$ cat src/rtl/cdb_arbiter.sv
// Common data bus arbiter: per-unit result queues feeding one registered CDB
// broadcast per cycle, granted round-robin across non-empty queue heads.
module cdb_arbiter #(
  parameter int FU_N    = 3,
  parameter int Q_DEPTH = 2
) (
  input  logic               clk,
  input  logic               rst_n,
  input  logic               flush,
  input  logic [FU_N-1:0]    fu_res_vld,
  output logic [FU_N-1:0]    fu_res_rdy,
  input  logic [FU_N*5-1:0]  fu_res_tag,
  input  logic [FU_N*5-1:0]  fu_res_wa,
  input  logic [FU_N*32-1:0] fu_res_wdata,
  input  logic [FU_N*5-1:0]  fu_res_robid,
  output logic               cdb_vld,
  output logic [4:0]         cdb_tag,
  output logic [4:0]         cdb_wa,
  output logic [31:0]        cdb_wdata,
  output logic [4:0]         cdb_robid,
  output logic [FU_N-1:0]    cdb_grant
);
  localparam int PW  = $clog2(Q_DEPTH) + 1;
  localparam int AW  = PW - 1;
  localparam int RRW = (FU_N > 2) ? $clog2(FU_N) : 1;
  localparam int EW  = 47;

  logic [FU_N-1:0]         empty;
  logic [FU_N-1:0]         full;
  logic [FU_N-1:0][EW-1:0] head;
  logic [FU_N-1:0]         win_onehot;
  logic                    win_found;
  logic [RRW-1:0]          win_idx;
  logic [EW-1:0]           win_entry;
  logic [RRW-1:0]          rr_ptr_reg;
  logic [RRW-1:0]          rr_ptr_next;

  logic                    cdb_vld_reg;
  logic [FU_N-1:0]         cdb_grant_reg;
  logic [4:0]              cdb_tag_reg;
  logic [4:0]              cdb_wa_reg;
  logic [31:0]             cdb_wdata_reg;
  logic [4:0]              cdb_robid_reg;

  // Ready depends only on registered occupancy, so a full queue stays
  // not-ready during the cycle its head is being granted.
  assign fu_res_rdy = ~full;

  for (genvar gi = 0; gi < FU_N; gi++) begin : g_queue
    logic [PW-1:0] wr_ptr_reg;
    logic [PW-1:0] rd_ptr_reg;
    logic [EW-1:0] mem [Q_DEPTH];
    logic          enq;
    logic          deq;

    assign enq = fu_res_vld[gi] & fu_res_rdy[gi] & ~flush;
    assign deq = win_onehot[gi] & ~flush;

    always_ff @(posedge clk) begin
      if (!rst_n || flush) begin
        wr_ptr_reg <= '0;
        rd_ptr_reg <= '0;
      end else begin
        if (enq) wr_ptr_reg <= wr_ptr_reg + PW'(1);
        if (deq) rd_ptr_reg <= rd_ptr_reg + PW'(1);
      end
    end

    always_ff @(posedge clk) begin
      if (enq) begin
        mem[wr_ptr_reg[AW-1:0]] <= {fu_res_tag[gi*5 +: 5], fu_res_wa[gi*5 +: 5],
                                    fu_res_wdata[gi*32 +: 32], fu_res_robid[gi*5 +: 5]};
      end
    end

    // Extra pointer MSB distinguishes full from empty when the indices match.
    assign empty[gi] = (wr_ptr_reg == rd_ptr_reg);
    assign full[gi]  = (wr_ptr_reg[PW-1] != rd_ptr_reg[PW-1]) &&
                       (wr_ptr_reg[AW-1:0] == rd_ptr_reg[AW-1:0]);
    assign head[gi]  = mem[rd_ptr_reg[AW-1:0]];
  end

  always_comb begin
    int cand;
    win_found = 1'b0;
    win_idx   = '0;
    cand      = 0;
    for (int k = 0; k < FU_N; k++) begin
      cand = int'(rr_ptr_reg) + k;
      if (cand >= FU_N) cand = cand - FU_N;
      if (!win_found && !empty[cand]) begin
        win_found = 1'b1;
        win_idx   = cand[RRW-1:0];
      end
    end
  end

  always_comb begin
    win_onehot = '0;
    if (win_found) win_onehot[win_idx] = 1'b1;
  end

  assign win_entry   = head[win_idx];
  assign rr_ptr_next = (win_idx == RRW'(FU_N - 1)) ? '0 : win_idx + RRW'(1);

  // Flush keeps the fairness pointer; only reset returns it to unit 0.
  always_ff @(posedge clk) begin
    if (!rst_n) begin
      rr_ptr_reg    <= '0;
      cdb_vld_reg   <= 1'b0;
      cdb_grant_reg <= '0;
      cdb_tag_reg   <= '0;
      cdb_wa_reg    <= '0;
      cdb_wdata_reg <= '0;
      cdb_robid_reg <= '0;
    end else if (flush) begin
      cdb_vld_reg   <= 1'b0;
      cdb_grant_reg <= '0;
    end else begin
      cdb_vld_reg   <= win_found;
      cdb_grant_reg <= win_onehot;
      if (win_found) begin
        rr_ptr_reg    <= rr_ptr_next;
        cdb_tag_reg   <= win_entry[46:42];
        cdb_wa_reg    <= win_entry[41:37];
        cdb_wdata_reg <= win_entry[36:5];
        cdb_robid_reg <= win_entry[4:0];
      end
    end
  end

  assign cdb_vld   = cdb_vld_reg;
  assign cdb_grant = cdb_grant_reg;
  assign cdb_tag   = cdb_tag_reg;
  assign cdb_wa    = cdb_wa_reg;
  assign cdb_wdata = cdb_wdata_reg;
  assign cdb_robid = cdb_robid_reg;

endmodule

$ cat config.mk
export PLATFORM = sky130hd
export DESIGN_NAME = cdb_arbiter
export DESIGN_NICKNAME = d
export VERILOG_FILES = /design/src/rtl/cdb_arbiter.sv
export SDC_FILE = /design/constraint.sdc
export NUM_CORES = 1
export LEC_CHECK = 0
export CAP_MARGIN = 30
export CELL_PAD_IN_SITES_DETAIL_PLACEMENT = 0
export CELL_PAD_IN_SITES_GLOBAL_PLACEMENT = 2
export CORE_UTILIZATION = 30
export CTS_CLUSTER_DIAMETER = 200
export DETAILED_ROUTE_END_ITERATION = 16
export PLACE_DENSITY = 0.72
export RECOVER_POWER = 50
export SYNTH_ARGS = -nofsm -noshare
export SYNTH_HDL_FRONTEND = slang
export SYNTH_SLANG_ARGS = --single-unit
$ cat constraint.sdc
create_clock -name clk -period 4.2 [get_ports clk]
set_input_delay 1.05 -clock clk [delete_from_list [all_inputs] [get_ports clk]]
set_output_delay 1.05 -clock clk [all_outputs]
set_load 0.005 [all_outputs]
==> out/results.ini <==
[outcome]
outcome = finished clean

[yosys]
synth-adder-area-share_pct = 0.183
synth.area.mux_share_pct = 12.9
synth_top_area_share_pct = 62.1
synth.area.top_cells = edfxtp_1, dfxtp_1, mux2_2, mux2i_1, a221oi_1
async_flop_share_pct = 0
yosysUniqueCellTypes = 52
synth.net_count = 987
synth_area_per_cell_um2 = 16.3
synth_compound_area_share_pct = 8.79
netlist_instances = 838
seq_area_frac_synth_pct = 72.0
synth.most_common_cell = edfxtp_1
synth_top_cell_by_area = edfxtp_1
yosysWarnings = 0
ys_ff_latch = 350
synthSimpleGateAreaFrac_pct = 3.15
synth.cell_area_um2 = 13600
synth_edf_count = 282
synth_common_cells = edfxtp_1, mux2_2, dfxtp_1
synthFlopType = edfxtp_1
synth_xor_xnor_area_share_pct = 0.990
synth_top_family_by_area = multiplexers

[clocking]
cts_sinks = 350
cts_buffers = 39
clockBufferDepth = 3
root_buffer = clkbuf_16
clk_latency_ns = 0.54
tritoncts = done
postCtsSetupBuffers = 0
holdBufCountCts = 0
clk_pin_slew_ns = 0.06
htree_levels = 2
cts_resized = 0

[final_layout]
fillers = 4097
multiInputGateArea_um2 = 3610
syn2layout_area_growth_pct = 29.5
diodes = 0
drive_above_1_share_pct = 18.1
largest_reg_flops = 282
nets = 1198
regArea_um2 = 9840

[floorplanning]
initial_utilization_pct = 30.7
die_x_um = 215
die_h_um = 215
core.rowCount = 77
core_area_um2 = 44500
die-area_um2 = 46300
pin_count = 201

[power_and_ir_drop]
powerDensity_nw_per_um2 = 459
ir_drop_mv = 0.302
power_leakage_nw = 5.92
power_w = 0.00811

[global_route]
grt_overflow_total = 0
grt_start_max_net_pins = 52
grt_pass1_wl_mm = 52.1
grt_use_total_pct = 15.1
first_global_vias = 8266
antenna_found_initial = 3

[sta]
setup_ws_ns = 0.762
period_share_pct = 81.9
drv_slew = 0
rsz0062_at_grt = no
holdWs_ns = 0.505
fmax_ghz = 0.291
period_minus_slack_ns = 3.44
finalSetupTns_ns = 0
clock-skew-final_ns = 0.0123
setup_viol = 0
tightest_slew_ns = 1.33
slew_headroom_pct = 9.03
hold_viol = 0

[route]
wl_per_cell_um = 20.9
drc_errors = 0
vias = 7835
drt-pass1-iter-count = 4
drt_iter0_markers = 376
totalWireLength_mm = 35.0
drtAntennaViolNets = 0
viasPerCell = 4.69

[placed_design]
dp_hpwl_mm = 22.6
port_buffers = 200
place_congestion = 0.725
dpl_worst_slack_ns = 1.14

[worst_setup_path]
cp_max_fo = 20
start_kind = input pin
r2r_slack_ns = 0.88
arrival_ns = 3.86
end_kind = register
crit_required_ns = 4.62
criticalPathCategory = in -> reg

[flow_run]
maxCapViolCount = 0

[hold_path]
hp-class = reg -> reg

==> logic make-up after synthesis <==
family,Yosys count
flops,350
compound gates,165
mux,160
simple gates,87
buf+inv,62
xor+xnor,12
fa+ha+maj,2
==> per-layer routing <==
layer	wire (µm)	global-route usage (%)
met5	23	0
met4	691	4.80
met3	1610	2.97
met2	16500	24.4
met1	16100	20.5
==> placed cells by master (no fill, tap or decap), types with 19 or more instances in the layout <==
cell	n
edfxtp_1	282
a21o_1	28
dfxtp_1	65
o21ai_0	31
a221oi_1	28
a21oi_1	36
clkbuf_16	41
dlygate4sd3_1	141
clkdlybuf4s50_1	57
a221o_1	19
nor2_1	28
mux2i_1	66
nor3_1	21
mux2_2	83
==> worst max-delay path: stages <==
cell      delay [ns]
clkbuf_1        0.68
nand2b_1        0.63
or3_1           0.20
clkbuf_1        0.87
nor2_1          0.12
a221o_1         0.31
==> final cells by class <==
type                       count  area share, %
multi-input combinational    426           20.4
clock buffer                  59           6.64
timing repair buffer         223           12.5
inverter                       9          0.191
tap                          592           4.19
sequential                   350           55.7
clock inverter                12          0.375
==> power breakdown <==
group	total, W	internal [W]	switching, W
sequential	0.00396	0.00390	0.0000656
clock	0.00327	0.00193	0.00134
combinational	0.000875	0.000418	0.000456
==> worst paths after layout <==
| kind | startpoint | cells past startpoint | end |
|---|---|---|---|
| setup / recovery | flush | 6 | cdb_wdata[29]$_SDFFE_PN0P_ |
| setup reg to reg | g_queue[0].wr_ptr_reg[0]$_SDFFE_PP0P_ | 8 | register |
| hold reg to reg | g_queue[0].rd_ptr_reg[1]$_SDFFE_PP0P_ | 2 | g_queue[0].rd_ptr_reg[1]$_SDFFE_PP0P_ |
| hold / removal | g_queue[0].rd_ptr_reg[1]$_SDFFE_PP0P_ | 2 | g_queue[0].rd_ptr_reg[1]$_SDFFE_PP0P_ |
==> through the flow <==
step	cell area, µm²	utilization (%)	cells
2_1_floorplan	13600	-	838
3_3_place_gp	16400	36.9	1598
3_5_place_dp	16500	37.0	1600
4_1_cts	17700	39.8	1671
5_1_grt	17700	39.7	1671
6_report	17700	39.7	1671
Note: power is estimated with default switching activity, not from simulation.
